## config.mk

```make
export PLATFORM = sky130hd
export DESIGN_NAME = wbuconsole_link_flat
export DESIGN_NICKNAME = d
export VERILOG_FILES = /design/src/rtl/wbuconsole_link_pkg.sv /design/src/rtl/wbuconsole_link_if.sv /design/src/rtl/wbuconsole_fifo.sv /design/src/rtl/wbuconsole_link.sv /design/src/flat_wrapper.sv
export SDC_FILE = /design/constraint.sdc
export NUM_CORES = 1
export LEC_CHECK = 0
export CELL_PAD_IN_SITES_DETAIL_PLACEMENT = 1
export CELL_PAD_IN_SITES_GLOBAL_PLACEMENT = 2
export CORE_MARGIN = 2
export CORE_UTILIZATION = 40
export DETAILED_ROUTE_END_ITERATION = 12
export PLACE_DENSITY_LB_ADDON = 0.08
export SYNTH_ARGS = -nofsm -noshare
export SYNTH_HDL_FRONTEND = slang
export SYNTH_HIERARCHICAL = 1
export SYNTH_SLANG_ARGS = --single-unit
```

## constraint.sdc

```tcl
create_clock -name i_clk -period 1.78 [get_ports i_clk]
set_input_delay 0.178 -clock i_clk [delete_from_list [all_inputs] [get_ports i_clk]]
set_output_delay 0.178 -clock i_clk [all_outputs]
set_load 0.02 [all_outputs]
```

## src/rtl/wbuconsole_link_pkg.sv

```systemverilog
// rtl/wbuconsole_link_pkg.sv - shared tags, grant encoding and byte helper for the console link
package wbuconsole_link_pkg;

  // Bit-7 stream markers on the link
  localparam logic TAG_BUS     = 1'b1;
  localparam logic TAG_CONSOLE = 1'b0;

  // Which transmit source was granted most recently
  typedef enum logic {
    GRANT_CON = 1'b0,
    GRANT_CMD = 1'b1
  } grant_t;

  // Build a link byte from a stream tag and a 7-bit payload
  function automatic logic [7:0] tag_byte(input logic tag, input logic [6:0] payload);
    return {tag, payload};
  endfunction

endpackage

```

## src/rtl/wbuconsole_link_if.sv

```systemverilog
// rtl/wbuconsole_link_if.sv - link, transmit-source and receive-sink signals of the console link
interface wbuconsole_link_if;
  logic       i_link_stb;
  logic [7:0] i_link_data;
  logic       o_link_stb;
  logic [7:0] o_link_data;
  logic       i_link_busy;
  logic       i_cmd_stb;
  logic [6:0] i_cmd_data;
  logic       o_cmd_busy;
  logic       i_con_stb;
  logic [6:0] i_con_data;
  logic       o_con_busy;
  logic       o_rsp_stb;
  logic [6:0] o_rsp_data;
  logic       i_rsp_ready;
  logic       o_conrx_stb;
  logic [6:0] o_conrx_data;
  logic       i_conrx_ready;
  logic       i_clr_overflow;
  logic [1:0] o_overflow;

  // The link block itself
  modport slave (
    input  i_link_stb, i_link_data, i_link_busy,
    input  i_cmd_stb, i_cmd_data, i_con_stb, i_con_data,
    input  i_rsp_ready, i_conrx_ready, i_clr_overflow,
    output o_link_stb, o_link_data, o_cmd_busy, o_con_busy,
    output o_rsp_stb, o_rsp_data, o_conrx_stb, o_conrx_data, o_overflow
  );

  // Whatever drives the link block (link PHY plus local sources/sinks)
  modport master (
    output i_link_stb, i_link_data, i_link_busy,
    output i_cmd_stb, i_cmd_data, i_con_stb, i_con_data,
    output i_rsp_ready, i_conrx_ready, i_clr_overflow,
    input  o_link_stb, o_link_data, o_cmd_busy, o_con_busy,
    input  o_rsp_stb, o_rsp_data, o_conrx_stb, o_conrx_data, o_overflow
  );
endinterface

```

## src/rtl/wbuconsole_fifo.sv

```systemverilog
// rtl/wbuconsole_fifo.sv - first-word-fall-through receive FIFO with push-accept indication
module wbuconsole_fifo #(
  parameter int WIDTH  = 7,
  parameter int LGFIFO = 4
) (
  input  logic             clk,
  input  logic             rst,
  input  logic             push,
  input  logic [WIDTH-1:0] push_data,
  input  logic             pop,
  output logic [WIDTH-1:0] head,
  output logic             full,
  output logic             empty,
  output logic             push_ok
);

  localparam int DEPTH = 1 << LGFIFO;

  logic [WIDTH-1:0] mem [DEPTH];
  logic [LGFIFO:0]  wr_ptr;
  logic [LGFIFO:0]  rd_ptr;
  logic             pop_ok;

  // One extra pointer bit tells full (MSBs differ) from empty (all equal)
  assign empty   = (wr_ptr == rd_ptr);
  assign full    = (wr_ptr[LGFIFO] != rd_ptr[LGFIFO]) &&
                   (wr_ptr[LGFIFO-1:0] == rd_ptr[LGFIFO-1:0]);
  assign pop_ok  = pop && !empty;
  // A pop in the same cycle frees the slot the push lands in
  assign push_ok = push && (!full || pop_ok);
  // Head is forced to zero while empty so nothing stale leaks out
  assign head    = empty ? '0 : mem[rd_ptr[LGFIFO-1:0]];

  // Pointer update; wraps naturally modulo 2^(LGFIFO+1)
  always_ff @(posedge clk or posedge rst) begin
    if (rst) begin
      wr_ptr <= '0;
      rd_ptr <= '0;
    end else begin
      if (push_ok) wr_ptr <= wr_ptr + 1'b1;
      if (pop_ok)  rd_ptr <= rd_ptr + 1'b1;
    end
  end

  // Storage write; contents need no reset since empty masks the head
  always_ff @(posedge clk) begin
    if (push_ok) mem[wr_ptr[LGFIFO-1:0]] <= push_data;
  end

endmodule

```

## src/rtl/wbuconsole_link.sv

```systemverilog
// rtl/wbuconsole_link.sv - link-side demux of responses/console and round-robin transmit merge
module wbuconsole_link
  import wbuconsole_link_pkg::*;
#(
  parameter int LGFIFO = 4
) (
  input logic              i_clk,
  input logic              i_reset,
  wbuconsole_link_if.slave bus
);

  // ---------------- receive path ----------------
  logic       rsp_push, con_push;
  logic       rsp_ok, con_ok;
  logic       rsp_full, con_full;
  logic       rsp_empty, con_empty;
  logic [1:0] overflow;
  logic       unused_full;

  assign rsp_push = bus.i_link_stb && (bus.i_link_data[7] == TAG_BUS);
  assign con_push = bus.i_link_stb && (bus.i_link_data[7] == TAG_CONSOLE);
  assign unused_full = &{1'b0, rsp_full, con_full};

  wbuconsole_fifo #(.WIDTH(7), .LGFIFO(LGFIFO)) u_rsp_fifo (
    .clk       (i_clk),
    .rst       (i_reset),
    .push      (rsp_push),
    .push_data (bus.i_link_data[6:0]),
    .pop       (bus.i_rsp_ready),
    .head      (bus.o_rsp_data),
    .full      (rsp_full),
    .empty     (rsp_empty),
    .push_ok   (rsp_ok)
  );

  wbuconsole_fifo #(.WIDTH(7), .LGFIFO(LGFIFO)) u_con_fifo (
    .clk       (i_clk),
    .rst       (i_reset),
    .push      (con_push),
    .push_data (bus.i_link_data[6:0]),
    .pop       (bus.i_conrx_ready),
    .head      (bus.o_conrx_data),
    .full      (con_full),
    .empty     (con_empty),
    .push_ok   (con_ok)
  );

  assign bus.o_rsp_stb   = !rsp_empty;
  assign bus.o_conrx_stb = !con_empty;
  assign bus.o_overflow  = overflow;

  // Sticky drop flags; a drop in the clearing cycle wins over the clear
  always_ff @(posedge i_clk or posedge i_reset) begin
    if (i_reset) begin
      overflow <= 2'b00;
    end else begin
      overflow[1] <= (overflow[1] && !bus.i_clr_overflow) || (rsp_push && !rsp_ok);
      overflow[0] <= (overflow[0] && !bus.i_clr_overflow) || (con_push && !con_ok);
    end
  end

  // ---------------- transmit path ----------------
  logic       hold_full;
  logic [7:0] hold_data;
  grant_t     last_grant;
  logic       cmd_busy, con_busy;
  logic       cmd_take, con_take;

  // The source granted last yields when the other one is also waiting
  assign cmd_busy = hold_full || (bus.i_con_stb && (last_grant == GRANT_CMD));
  assign con_busy = hold_full || (bus.i_cmd_stb && (last_grant == GRANT_CON));
  assign cmd_take = bus.i_cmd_stb && !cmd_busy;
  assign con_take = bus.i_con_stb && !con_busy;

  assign bus.o_cmd_busy  = cmd_busy;
  assign bus.o_con_busy  = con_busy;
  assign bus.o_link_stb  = hold_full;
  assign bus.o_link_data = hold_data;

  // Holding register: drains on link acceptance, loads only on a later empty cycle
  always_ff @(posedge i_clk or posedge i_reset) begin
    if (i_reset) begin
      hold_full  <= 1'b0;
      hold_data  <= 8'h00;
      last_grant <= GRANT_CON;
    end else if (hold_full) begin
      if (!bus.i_link_busy) hold_full <= 1'b0;
    end else if (cmd_take) begin
      hold_full  <= 1'b1;
      hold_data  <= tag_byte(TAG_BUS, bus.i_cmd_data);
      last_grant <= GRANT_CMD;
    end else if (con_take) begin
      hold_full  <= 1'b1;
      hold_data  <= tag_byte(TAG_CONSOLE, bus.i_con_data);
      last_grant <= GRANT_CON;
    end
  end

endmodule

```

## src/flat_wrapper.sv

```systemverilog
// flat-port wrapper written by rule: the top's interface ports become plain ports
module wbuconsole_link_flat import wbuconsole_link_pkg::*;
#(
  parameter int LGFIFO = 4
)
  (i_clk, i_reset, bus_i_link_stb, bus_i_link_data, bus_i_link_busy, bus_i_cmd_stb, bus_i_cmd_data, bus_i_con_stb, bus_i_con_data, bus_i_rsp_ready, bus_i_conrx_ready, bus_i_clr_overflow, bus_o_link_stb, bus_o_link_data, bus_o_cmd_busy, bus_o_con_busy, bus_o_rsp_stb, bus_o_rsp_data, bus_o_conrx_stb, bus_o_conrx_data, bus_o_overflow);
  wbuconsole_link_if bus_i ();
  input logic i_clk;
  input logic i_reset;
  input wire logic [$bits(bus_i.i_link_stb)-1:0] bus_i_link_stb;
  input wire logic [$bits(bus_i.i_link_data)-1:0] bus_i_link_data;
  input wire logic [$bits(bus_i.i_link_busy)-1:0] bus_i_link_busy;
  input wire logic [$bits(bus_i.i_cmd_stb)-1:0] bus_i_cmd_stb;
  input wire logic [$bits(bus_i.i_cmd_data)-1:0] bus_i_cmd_data;
  input wire logic [$bits(bus_i.i_con_stb)-1:0] bus_i_con_stb;
  input wire logic [$bits(bus_i.i_con_data)-1:0] bus_i_con_data;
  input wire logic [$bits(bus_i.i_rsp_ready)-1:0] bus_i_rsp_ready;
  input wire logic [$bits(bus_i.i_conrx_ready)-1:0] bus_i_conrx_ready;
  input wire logic [$bits(bus_i.i_clr_overflow)-1:0] bus_i_clr_overflow;
  output wire logic [$bits(bus_i.o_link_stb)-1:0] bus_o_link_stb;
  output wire logic [$bits(bus_i.o_link_data)-1:0] bus_o_link_data;
  output wire logic [$bits(bus_i.o_cmd_busy)-1:0] bus_o_cmd_busy;
  output wire logic [$bits(bus_i.o_con_busy)-1:0] bus_o_con_busy;
  output wire logic [$bits(bus_i.o_rsp_stb)-1:0] bus_o_rsp_stb;
  output wire logic [$bits(bus_i.o_rsp_data)-1:0] bus_o_rsp_data;
  output wire logic [$bits(bus_i.o_conrx_stb)-1:0] bus_o_conrx_stb;
  output wire logic [$bits(bus_i.o_conrx_data)-1:0] bus_o_conrx_data;
  output wire logic [$bits(bus_i.o_overflow)-1:0] bus_o_overflow;
  assign bus_i.i_link_stb = bus_i_link_stb;
  assign bus_i.i_link_data = bus_i_link_data;
  assign bus_i.i_link_busy = bus_i_link_busy;
  assign bus_i.i_cmd_stb = bus_i_cmd_stb;
  assign bus_i.i_cmd_data = bus_i_cmd_data;
  assign bus_i.i_con_stb = bus_i_con_stb;
  assign bus_i.i_con_data = bus_i_con_data;
  assign bus_i.i_rsp_ready = bus_i_rsp_ready;
  assign bus_i.i_conrx_ready = bus_i_conrx_ready;
  assign bus_i.i_clr_overflow = bus_i_clr_overflow;
  assign bus_o_link_stb = bus_i.o_link_stb;
  assign bus_o_link_data = bus_i.o_link_data;
  assign bus_o_cmd_busy = bus_i.o_cmd_busy;
  assign bus_o_con_busy = bus_i.o_con_busy;
  assign bus_o_rsp_stb = bus_i.o_rsp_stb;
  assign bus_o_rsp_data = bus_i.o_rsp_data;
  assign bus_o_conrx_stb = bus_i.o_conrx_stb;
  assign bus_o_conrx_data = bus_i.o_conrx_data;
  assign bus_o_overflow = bus_i.o_overflow;
  wbuconsole_link #(.LGFIFO(LGFIFO)) u_core (.i_clk(i_clk), .i_reset(i_reset), .bus(bus_i));
endmodule
```

==> impl.org, run 1 <==
** Place
- During placement, the flow inserted port buffers numbering 59.
- Post-place instance area :: 0.0122 sq mm
- The wire-length estimate of the detail-placed layout is 16100 um.
- Number of placed instances with taps included :: 1006
- Final Wtd Congestion :: 0.731

** STA
- Post-layout min period :: 2.45 ns
- The number of failing hold endpoints at the final stage was 0.
- Max Fclk :: 0.408 GHz
- Headroom to the max-slew limit came out at 70.0%.
- Setup slack on the critical path of the routed design comes to -0.670 ns.
- Slew at the pin with the worst max-slew slack :: 0.449 ns
- Setup repair after global routing could not meet its margin everywhere.
- In the finished design, the share of the clock period the worst path needs comes to 138%.
- Count of final setup violators :: 245
- Across the routed clock network, the largest skew measured is 0.00754 ns.
- The max-slew violation count came to 0.

** Worst hold path
- In this run the worst hold path is classified as primary input to asynchronous set/reset pin.

** Critical path
- STA classifies the critical path startpoint as a register.
- Path type of the worst setup path :: register to output port
- R2R Path Start :: u_core/u_rsp_fifo/rd_ptr[0]$_DFFE_PP0P_
- Stage delay of the slowest cell on the critical path :: 0.56 ns
- Destination of the critical timing path :: bus_o_conrx_data[2]
- CP max stage cell :: sky130_fd_sc_hd__mux4_2
- Of all nets on the critical path, the largest fanout is 7.
- Capture instance of the worst register-to-register path :: u_core/u_rsp_fifo/mem[8][6]$_DFFE_PP_
- Across all register-to-register paths, the minimum setup slack is -0.28 ns.
- The cell that appears most often on the critical path is sky130_fd_sc_hd__buf_12.
- For the worst setup path, the data arrival time is 2.27 ns.
- Critical Path End Type :: output port
- Counting cells, the worst reg-to-reg path comes to 7.
- Required time at the endpoint of the critical path :: 1.60 ns
- The signal on the critical path passes through buf_12 > buf_12 > mux4_2 > a22oi_2 > a21oi_2 > buf_6.
- In this run the worst setup path begins at u_core/u_con_fifo/rd_ptr[0]$_DFFE_PP0P_.

** Power and ir drop
- IR Drop Worst-Case VDD :: 1.08 mV
- Switching power :: 7.79 mW
- In this run, the clock network consumes 24.4% of the power.
- In this run, the combinational gates consume 43.5% of the power.
- The internal power of the cells totals 15.6 mW.
- Switching share of power :: 33.3%
- Power density over cell area :: 1690 mW/mm^2
- Sequential cells burn 32.1% of the power.
- Leakage dissipation :: 4.80 nW

** Synth
- Synthesis produced a netlist with a net count of 600.
- Syn Inst Count :: 559
- The synthesized netlist occupies a cell area of 0.0104 sq mm.
- Synthesized area per cell :: 18.6 sq um
- During synthesis, Yosys emitted a total of 6 warnings.

** Status
- Violated checks :: setup timing
- Result of the run :: finished with violations

** CTS
- Clock latency at the later pin of the worst-skew pair :: 0.53 ns
- Worst-case clock buffer depth :: 3
- Clock tree from TritonCTS :: done
- In this run the number of H-tree levels came out at 1.
- TritonCTS created 28 clock buffers.
- After clock tree synthesis, the flow added hold-fix buffers numbering 0.
- Clock-pin slew was measured on the worst setup and hold paths at 0.06 ns.
- In this run the clock root is driven by a sky130_fd_sc_hd__clkbuf_16.
- Number of sinks driven by the clock tree :: 255

** Final layout
- After the last flow step, the layout net total stands at 769.
- Area of the multi-input gates :: 0.00316 sq mm
- Sequential standard cell area :: 0.00751 sq mm
- In the layout the commonest cells are 224 x sky130_fd_sc_hd__edfxtp_1, 68 x sky130_fd_sc_hd__buf_4, 56 x sky130_fd_sc_hd__mux4_2, 38 x sky130_fd_sc_hd__clkdlybuf4s50_1, 33 x sky130_fd_sc_hd__buf_6.
- 0 antenna diodes ended up in the layout.
- For this run, the share of the core covered by cells in the final layout is 53.6%.
- The finished cells cover 0.0138 sq mm.
- After filler insertion, the fill cell instance count of the layout stands at 2344.
- Most frequent standard cell in the layout excluding fill and tap cells :: sky130_fd_sc_hd__edfxtp_1
- Share of final-layout standard cells stronger than drive strength 1 :: 44.0%
- Area added between synthesis and finish :: 32.8%
- The finished layout holds 1083 standard cells, fillers aside.

** Drt
- Using the TritonRoute via totals, the vias-per-cell ratio works out to 5.33.
- Detailed-route DRC error count :: 0
- After detailed routing, the total wire length is 25800 um.
- The first routing iteration left 374 violations.
- Number of antenna-violating nets in the routed design :: 0
- Total iterations of the first detailed-routing run :: 4
- Avg WL per Cell :: 23.8 um
- Detailed routing inserted a total of 5774 vias.

** Floorplan
- The die is 165 um tall.
- The die covers 0.0273 sq mm.
- Placeable core area :: 0.0258 sq mm
- 60 I/O pins were placed.
- The floorplan has 59 rows.
- Horizontal die dimension :: 165 um
- Initial standard-cell utilization of the core :: 40.4%

** Global route
- Global routing used 19.8% of the available tracks across all layers.
- The first global-routing pass estimated 39900 um of wire.
- The number of antenna violations at the first check in global routing came to 0.
- Number of global-route vias before repair :: 6390
- Maximum number of pins on one net before global-route repair :: 33
- Total congestion overflow :: 0

** Run
- Across the run, the number of max-cap violations was 0.
-- worst max-delay path: cells and delay by family, from the launching register on --
kind                   cells  cell delay, ns
DFF                        1            0.47
buffers and inverters      3            0.43
AOI/OAI and AO/OA          2            0.27
muxes                      1            0.56
-- power by group through the flow --
| stage | Clock (mW) | Sequential, mW | Combinational, mW |
|---|---|---|---|
| 4_1_cts | 5.84 | 7.50 | 10.1 |
| 3_5_place_dp | 0 | 7.57 | 8.62 |
| 5_1_grt | 6.03 | 7.56 | 10.8 |
| 6_report | 5.71 | 7.50 | 10.2 |
| 3_3_place_gp | 0 | 7.54 | 8.52 |
| 2_1_floorplan | 0 | 7.60 | 4.74 |
-- per-layer routing --
metal	vias to the layer above	part of all wire, %	GRT usage [%]
met5	-	0	0
met4	0	1.6	3.72
met3	28	4.1	3.10
met2	124	48	31.4
met1	3058	47	29.4
li1	2564	-	-
-- sequential cells by signal, indices dropped and copies added, names as in the netlist --
signal and count:
u_core/bus.o_link_stb 1, u_core/u_rsp_fifo/rd_ptr 5, u_core/u_con_fifo/wr_ptr 5, u_core/u_con_fifo/mem 112, u_core/u_con_fifo/rd_ptr 5, u_core/bus.o_overflow 2
u_core/u_rsp_fifo/wr_ptr 5, u_core/u_rsp_fifo/mem 112, u_core/bus.o_link_data 8
-- stage by stage --
stage	hold slack, ns	total power, mW	setup TNS (ns)	worst slack, ns
2_1_floorplan	0.0182	12.3	-17.62	-0.113
3_3_place_gp	0.474	16.1	-67.47	-0.533
3_5_place_dp	0.487	16.2	-75.35	-0.513
4_1_cts	0.117	23.4	-76.42	-0.716
5_1_grt	0.163	24.4	-82.96	-0.740
6_report	0.105	23.4	-61.29	-0.670
-- worst min-delay path by stage --
| stage | start | endpoint | slack, ns |
|---|---|---|---|
| detailed placement | u_core/u_rsp_fifo/rd_ptr[4]$_DFFE_PP0P_ | u_core/u_rsp_fifo/rd_ptr[4]$_DFFE_PP0P_ | 0.49 |
| floorplan | i_reset | u_core/u_con_fifo/rd_ptr[0]$_DFFE_PP0P_ | 0.02 |
| finish | i_reset | u_core/bus.o_overflow[0]$_DFF_PP0_ | 0.10 |
| CTS | i_reset | u_core/bus.o_overflow[0]$_DFF_PP0_ | 0.12 |
| global route | i_reset | u_core/u_rsp_fifo/wr_ptr[0]$_DFFE_PP0P_ | 0.16 |
| global placement | u_core/u_rsp_fifo/rd_ptr[4]$_DFFE_PP0P_ | u_core/u_rsp_fifo/rd_ptr[4]$_DFFE_PP0P_ | 0.47 |
-- repair_timing --
item                       in CTS  in global routing
pin swaps                      24                 20
buffers inserted               25                  4
cloned                          6                  0
resized for setup             177                 36
setup endpoints to repair     252                264
-- cell type report --
class / count / area share (%)
clock buffers: 35 / 5.56
clock inverters: 15 / 1.02
inverters: 17 / 0.462
multi-input cells: 258 / 22.9
flip-flops and latches: 255 / 54.3
well taps: 335 / 3.03
repair buffers: 168 / 12.7
(Power assumes the default switching activity.)
==> run 2: changes to the inputs <==
- CTS_BUF_LIST: unset -> sky130_fd_sc_hd__clkbuf_2
==> impl.org, run 2 (synthesis results as in run 1) <==
** Final layout
- Share of final-layout standard cells stronger than drive strength 1 :: 45.9% (+1.9 points)
- Most frequent standard cell in the layout excluding fill and tap cells :: sky130_fd_sc_hd__edfxtp_1
- The final core utilization is 52.5% (-1.1 points).
- Total of fill cells in the finished design :: 2465 (+5.2%)
- Count of placed standard cells in the final layout, fillers left out :: 1171 (+8.1%)
- Final net count :: 827 (+7.5%)
- Area added between synthesis and finish :: 30.0%
- The top cell types in the final layout, fill and taps aside, are 224 x sky130_fd_sc_hd__edfxtp_1, 104 x sky130_fd_sc_hd__clkbuf_2, 79 x sky130_fd_sc_hd__buf_4, 56 x sky130_fd_sc_hd__mux4_2.
- The final design area excluding fillers was 0.0135 sq mm (-2.1%).

** STA
- Final Slew Violations :: 0 (unchanged)
- Setup skew after layout :: 0.0566 ns (+0.0491 ns)
- Max Fclk :: 0.374 GHz (-8.4%)
- The setup violation total in the final timing report was 244 (-0.41%).
- The time the worst path needs with I/O delays and setup is 2.68 ns (+0.225 ns).
- The post-route setup TNS came to -61.32 ns (-0.0224 ns).
- The transition time at the pin with the least slew margin is 0.445 ns (-0.00377 ns).
- The worst setup slack after layout is -0.895 ns (-0.225 ns).
- Setup repair after global routing missed its margin :: true
- Ratio of final minimum period to clock period :: 150% (+13 points)
- The worst slew margin relative to its limit came to 70.3% (+0.25 points).
- The number of failing hold endpoints at the final stage was 0 (unchanged).

** Critical path
- CP max stage cell :: sky130_fd_sc_hd__mux4_2
- CP max FO :: 8 (+1)
- The peak per-stage delay on the critical path is 0.51 ns (-0.05 ns).
- Capture instance of the worst register-to-register path :: u_core/u_con_fifo/mem[13][1]$_DFFE_PP_
- CP cell instances :: buf_12 > mux4_2 > a22oi_2 > buf_4 > a21oi_2 > buf_4
- The critical path arrival came to 2.50 ns (+0.23 ns).
- The setup path with the least slack is of type register to output port.
- Cell with the most instances on the worst path :: sky130_fd_sc_hd__buf_4
- Critical Path End Type :: output port
- Critical path buffer and inverter count :: 3 (unchanged)
- STA classifies the critical path startpoint as a register.
- Kind of cell adding the most delay to the critical path :: multiplexers
- The data required time of the worst path came to 1.60 ns (about the same).
- The worst register-to-register path begins at u_core/u_con_fifo/rd_ptr[0]$_DFFE_PP0P_.
- Register-to-Register Path Depth :: 7 (unchanged)
- The slack of the worst reg-to-reg path came to -0.26 ns (+0.02 ns).

** Worst hold path
- The min-delay analysis places its worst path in the category primary input to register.
- The startpoint identified for the worst hold timing path is bus_i_cmd_stb.
- Along the worst hold path, the cell count comes to 3.
- The path with the worst hold slack has its endpoint at u_core/bus.o_link_data[7]$_DFFE_PP0P_.

** Drt
- The length of the first detailed-routing pass in iterations was 4 (unchanged).
- The remaining antenna violation count is 0 (unchanged).
- The via total after detailed routing was 6098 (+5.6%).
- Avg WL per Cell :: 22.0 um (-7.6%)
- The DRC marker count from the first detailed-route iteration was 350 (-6.4%).
- The mean number of vias per cell came to 5.21 (-2.3%).
- Detailed-route DRC error count :: 0 (unchanged)
- The aggregate routed wire length is 25800 um (about the same).

** CTS
- The number of buffers added by the clock tree synthesis step came to 71 (+150%).
- Clock latency at the later pin of the worst-skew pair :: 0.79 ns (+0.26 ns)
- Clock transition at the registers of the reported paths :: 0.09 ns (+0.03 ns)
- CTS placed an instance of sky130_fd_sc_hd__clkbuf_2 at the clock tree root.
- The maximum clock path buffer count came to 3 (unchanged).
- The H-tree depth is 3 (+2).
- Number of sinks driven by the clock tree :: 255 (unchanged)
- TritonCTS built the clock tree.

** Place
- IO Port Bufs :: 59 (unchanged)
- The weighted congestion reported at the end of routability-driven placement is 0.731 (unchanged).
- Post-place instance area :: 0.0122 sq mm (unchanged)
- The total half-perimeter wirelength after legalization and detailed placement came to 16100 um (unchanged).
- Number of placed instances with taps included :: 1006 (unchanged)

** Power and ir drop
- The clock share of power is 20.5% (-3.9 points).
- The internal power contribution is 13.9 mW (-11%).
- Switching power :: 7.61 mW (-2.4%)
- The leakage dissipation was 4.88 nW (+1.6%).
- Power share of the sequential group :: 34.7% (+2.6 points)
- The largest voltage drop on the vdd net was 1.10 mV (+2.1%).
- The power density over cell area came to 1590 mW/mm^2 (-6.0%).
- Switching share of power :: 35.4% (+2.0 points)
- The portion of total power attributed to combinational logic was 44.9% (+1.4 points).

** Status
- The run finished, with violations left.
- The checks that failed: setup timing.

** Floorplan
- The initial cell density of the core is 40.4% (unchanged).
- Overall die height :: 165 um (unchanged)
- Area of the die :: 0.0273 sq mm (unchanged)
- The placeable core region is 0.0258 sq mm (unchanged).
- Horizontal die dimension :: 165 um (unchanged)
- The number of I/O pins came to 60 (unchanged).
- Number of rows in the core area :: 59 (unchanged)

** Global route
- First-pass GRT wire length :: 40100 um (+0.43%)
- All-layer global routing usage :: 20.0% (+0.19 points)
- The pin count of the biggest net entering global routing came to 33 (unchanged).
- The overflow left after global routing came to 0 (unchanged).
- Number of global-route vias before repair :: 6752 (+5.7%)
- The number of antenna violations at the first check in global routing was 1 (+1).

** Run
- The number of maximum-capacitance constraint violations came to 0 (unchanged).
==> run 2: cell types whose count changed in the layout (fill, tap and decap cells not counted), moves of 4 or more <==
cell	before	now
sky130_fd_sc_hd__buf_2	2	7
sky130_fd_sc_hd__clkbuf_16	30	0
sky130_fd_sc_hd__clkdlybuf4s50_1	38	30
sky130_fd_sc_hd__a21oi_1	3	10
sky130_fd_sc_hd__clkbuf_2	0	104
sky130_fd_sc_hd__a21oi_2	18	12
sky130_fd_sc_hd__buf_4	68	79
sky130_fd_sc_hd__clkinvlp_4	5	1
sky130_fd_sc_hd__clkinv_1	3	11
sky130_fd_sc_hd__dlygate4sd3_1	0	17
sky130_fd_sc_hd__clkbuf_1	4	0
sky130_fd_sc_hd__dlygate4sd2_1	4	9
sky130_fd_sc_hd__buf_6	33	24
==> run 2: metal layers <==
layer	vias to the layer above	track usage, %	wire, um
met1	3157	28.2	11500
met2	175	31.3	12400
met4	0	6.23	420
met5	-	0	0
li1	2729	-	-
met3	37	4.37	1470
==> run 2: power by group through the flow <==
stage	clock, mW	sequential [mW]	combinational [mW]
final	4.40	7.45	9.64
after global routing	4.86	7.52	10.3
after CTS	4.59	7.45	9.59
after detailed placement	0	7.57	8.62
after global placement	0	7.54	8.52
after floorplan	0	7.60	4.74
==> run 2: what timing repair did <==
action | 4_1_cts | 5_1_grt
setup endpoints to repair | 261 | 270
gates cloned | 4 | 0
pin swaps | 20 | 20
hold buffers | 17 | 0
setup buffers | 21 | 3
resized for setup | 169 | 20
hold endpoints to repair | 41 | 0
==> run 2: per-stage QoR <==
stage	total power, mW	setup WS [ns]	hold WS, ns
final	21.5	-0.895	0.125
after global routing	22.7	-1.06	0.0475
after CTS	21.6	-1.04	0.0161
after detailed placement	16.2	-0.513	0.487
after global placement	16.1	-0.533	0.474
after floorplan	12.3	-0.113	0.0182
==> run 2: worst min-delay path, stage by stage <==
cell and delay [ns]:
sky130_fd_sc_hd__clkdlybuf4s50_1 0.48, sky130_fd_sc_hd__nand2b_1 0.11, sky130_fd_sc_hd__a21oi_1 0.07
==> run 2: worst max-delay path by stage <==
stage	cells after the start	slack, ns	end	start
floorplan	6	-0.11	u_core/u_con_fifo/mem[4][0]$_DFFE_PP_	u_core/u_con_fifo/wr_ptr[2]$_DFFE_PP0P_
global placement	6	-0.53	bus_o_rsp_data[0]	u_core/u_rsp_fifo/rd_ptr[0]$_DFFE_PP0P_
detailed placement	6	-0.51	bus_o_rsp_data[0]	u_core/u_rsp_fifo/rd_ptr[0]$_DFFE_PP0P_
CTS	6	-1.04	bus_o_conrx_data[0]	u_core/u_con_fifo/rd_ptr[0]$_DFFE_PP0P_
global route	6	-1.06	bus_o_conrx_data[3]	u_core/u_con_fifo/rd_ptr[0]$_DFFE_PP0P_
finish	6	-0.90	bus_o_conrx_data[3]	u_core/u_con_fifo/rd_ptr[0]$_DFFE_PP0P_
==> run 2: area by class of cell <==
type | count | area [sq um] | area share, %
Timing Repair Buffer | 183 | 1790 | 13.2
Antenna cell | 1 | 2.50 | 0.0185
Tap cell | 335 | 419 | 3.10
Clock inverter | 18 | 151 | 1.12
Clock buffer | 104 | 520 | 3.85
Multi-Input combinational cell | 258 | 3080 | 22.7
Inverter | 17 | 63.8 | 0.472
Sequential cell | 255 | 7500 | 55.5
==> run 3: changes to the inputs <==
- RECOVER_POWER: unset -> 25
==> impl.org, run 3 (synthesis results as in run 1) <==
** Drt
- Total iterations of the first detailed-routing run :: 4 (unchanged)
- The average routed wire per standard cell was 22.0 um (-0.13%).
- The mean number of vias per cell was 5.19 (-0.26%).
- Total number of vias :: 6082 (-0.26%)
- The remaining antenna violation count is 0 (unchanged).
- The post-route DRC violation count came to 0 (unchanged).
- The aggregate routed wire length came to 25800 um (-0.13%).
- Initial DRC count :: 345 (-1.4%)

** Global route
- The pin count of the biggest net entering global routing came to 33 (unchanged).
- Number of antenna violations at the first check in global routing :: 1 (unchanged)
- Total congestion overflow :: 0 (unchanged)
- The aggregate global-route resource usage came to 20.0% (unchanged).
- Number of global-route vias before repair :: 6752 (unchanged)
- The global-route wire length before repair was 40100 um (unchanged).

** Power and ir drop
- The net switching share of the total power was 35.4% (about the same).
- Switching power :: 7.61 mW (about the same)
- Combinational group share of total power :: 44.8% (about the same)
- The sequential group share of total power was 34.7% (about the same).
- Internal cell power :: 13.9 mW (about the same)
- Clock power share :: 20.5% (about the same)
- The largest voltage drop on the vdd net was 1.10 mV (about the same).
- Power density over cell area :: 1590 mW/mm^2 (+0.15%)
- The total power was 21.5 mW (about the same).
- The leakage dissipation was 4.86 nW (-0.34%).

** STA
- Final WS setup :: -0.897 ns (-0.00246 ns)
- Setup skew after layout :: 0.0523 ns (-0.00435 ns)
- The setup violation total in the final timing report came to 245 (+0.41%).
- Ratio of final minimum period to clock period :: 150% (about the same)
- The time the worst path needs with I/O delays and setup is 2.68 ns (+0.00246 ns).
- The worst slew margin relative to its limit was -7.21% (-77 points).
- Slew at the pin with the worst max-slew slack :: 1.61 ns (+1.16 ns)
- Setup repair after global routing could not meet its margin everywhere.
- Max Fclk :: 0.373 GHz (about the same)
- Final count of hold timing violations :: 0 (unchanged)
- The max-slew violation count came to 99 (+99).

** Floorplan
- The number of I/O pins was 60 (unchanged).
- Number of rows in the core area :: 59 (unchanged)
- The placeable core region was 0.0258 sq mm (unchanged).
- The die outline area is 0.0273 sq mm (unchanged).
- The height of the chip is 165 um (unchanged).
- Initial standard-cell utilization of the core :: 40.4% (unchanged)
- The horizontal die dimension came to 165 um (unchanged).

** CTS
- Clock buffers created by TritonCTS :: 71 (unchanged)
- H-tree level count :: 3 (unchanged)
- Clock tree synthesis selected as its root buffer the cell sky130_fd_sc_hd__clkbuf_2.
- Clock latency at the later pin of the worst-skew pair :: 0.79 ns (about the same)
- TritonCTS built the clock tree.
- Number of sinks driven by the clock tree :: 255 (unchanged)
- The clock slew seen by the registers of the worst setup and hold paths came to 0.09 ns (about the same).
- The maximum clock path buffer count came to 3 (unchanged).

** Place
- Half-perimeter wire length of the detailed placement result :: 16100 um (unchanged)
- The weighted congestion reported at the end of routability-driven placement was 0.731 (unchanged).
- The total of buffers placed on input and output ports came to 59 (unchanged).
- The number of cells in the design after placement was 1006 (unchanged).

** Final layout
- The fill cell instance count of the final layout is 2470 (+0.20%).
- The area occupied by multi-input gates came to 0.00308 sq mm (unchanged).
- End-of-flow core utilization :: 52.4% (-0.073 points)
- Sequential standard cell area :: 0.00750 sq mm (unchanged)
- Final net count :: 827 (unchanged)
- Most frequent cells in the layout :: 224 x sky130_fd_sc_hd__edfxtp_1, 104 x sky130_fd_sc_hd__clkbuf_2, 74 x sky130_fd_sc_hd__buf_4, 56 x sky130_fd_sc_hd__mux4_2, 30 x sky130_fd_sc_hd__and3_4
- The count of placed standard cells in the final layout, fillers left out came to 1171 (unchanged).
- The library cell used most frequently in the layout, excluding fill and tap cells, is sky130_fd_sc_hd__edfxtp_1.
- Area added between synthesis and finish :: 29.8%
- The share of final-layout standard cells stronger than drive strength 1 came to 45.3% (-0.60 points).

** Critical path
- Worst setup SP type :: register
- Worst endpoint data arrival time :: 2.50 ns (about the same)
- CP max FO :: 8 (unchanged)
- STA classifies the critical path endpoint as an output port.
- Path type of the worst setup path :: register to output port
- Required time at the endpoint of the critical path :: 1.60 ns (about the same)

** Run
- Max Cap Violations :: 3 (+3)

** Status
- Result of the run :: finished with violations
- The final reports fail on capacitance limit, slew limit, setup timing.

** Worst hold path
- The worst hold path belongs to the class primary input to register.
==> run 3: layout make-up <==
class                           count  share of cell area [%]
Clock inverter                     18                    1.12
Sequential cell                   255                    55.6
Timing Repair Buffer              183                    13.1
Antenna cell                        1                  0.0185
Multi-Input combinational cell    258                    22.8
Inverter                           17                   0.472
Tap cell                          335                    3.10
Clock buffer                      104                    3.85
==> run 3: what timing repair did <==
action / 4_1_cts / 5_1_grt
buffers inserted: 21 / 3
setup endpoints to repair: 261 / 270
cloned: 4 / 0
endpoints found under the hold margin: 41 / 0
hold buffers: 17 / 0
pin swaps: 20 / 20
gates resized for setup: 169 / 20
==> run 3: stage by stage <==
stage          cell area, sq um  setup WS [ns]  hold slack, ns  setup TNS (ns)
5_1_grt                   13500          -1.06          0.0475          -86.90
2_1_floorplan             10600         -0.113          0.0182          -17.62
4_1_cts                   13500          -1.04          0.0161          -75.27
3_3_place_gp              12200         -0.533           0.474          -67.47
3_5_place_dp              12200         -0.513           0.487          -75.35
6_report                  13500         -0.897           0.122          -61.25
==> run 3: worst paths after layout <==
check	from	end	slack [ns]	cells after the start
min in group asynchronous	i_reset	u_core/u_con_fifo/wr_ptr[3]$_DFFE_PP0P_	0.41	3
hold reg to reg	u_core/u_rsp_fifo/rd_ptr[4]$_DFFE_PP0P_	u_core/u_rsp_fifo/rd_ptr[4]$_DFFE_PP0P_	0.50	1
setup / recovery	u_core/u_con_fifo/rd_ptr[0]$_DFFE_PP0P_	bus_o_conrx_data[3]	-0.90	6
max in group asynchronous	i_reset	u_core/bus.o_overflow[1]$_DFF_PP0_	1.02	3
hold / removal	bus_i_cmd_stb	u_core/bus.o_link_data[7]$_DFFE_PP0P_	0.12	3
setup reg to reg	u_core/u_con_fifo/rd_ptr[0]$_DFFE_PP0P_	u_core/u_con_fifo/mem[14][3]$_DFFE_PP_	-0.25	7
==> run 3: power by group through the flow <==
| stage | combinational (mW) | clock [mW] | sequential, mW |
|---|---|---|---|
| floorplan | 4.74 | 0 | 7.60 |
| global placement | 8.52 | 0 | 7.54 |
| detailed placement | 8.62 | 0 | 7.57 |
| CTS | 9.59 | 4.59 | 7.45 |
| global route | 10.3 | 4.86 | 7.53 |
| finish | 9.63 | 4.41 | 7.45 |
==> run 3: layer usage <==
metal / up-vias / track usage [%] / wire, um
met1: 3153 / 28.2 / 11500
met4: 0 / 6.23 / 401
met5: - / 0 / 0
met2: 167 / 31.3 / 12400
met3: 35 / 4.37 / 1430
li1: 2727 / - / -
==> run 3: worst max-delay path, stage by stage, from the launching register on <==
cell                      delay, ns
sky130_fd_sc_hd__dfrtp_2       0.48
sky130_fd_sc_hd__buf_12        0.17
sky130_fd_sc_hd__mux4_2        0.51
sky130_fd_sc_hd__a22oi_2       0.19
sky130_fd_sc_hd__buf_4         0.15
sky130_fd_sc_hd__a21oi_2       0.05
sky130_fd_sc_hd__buf_4         0.16
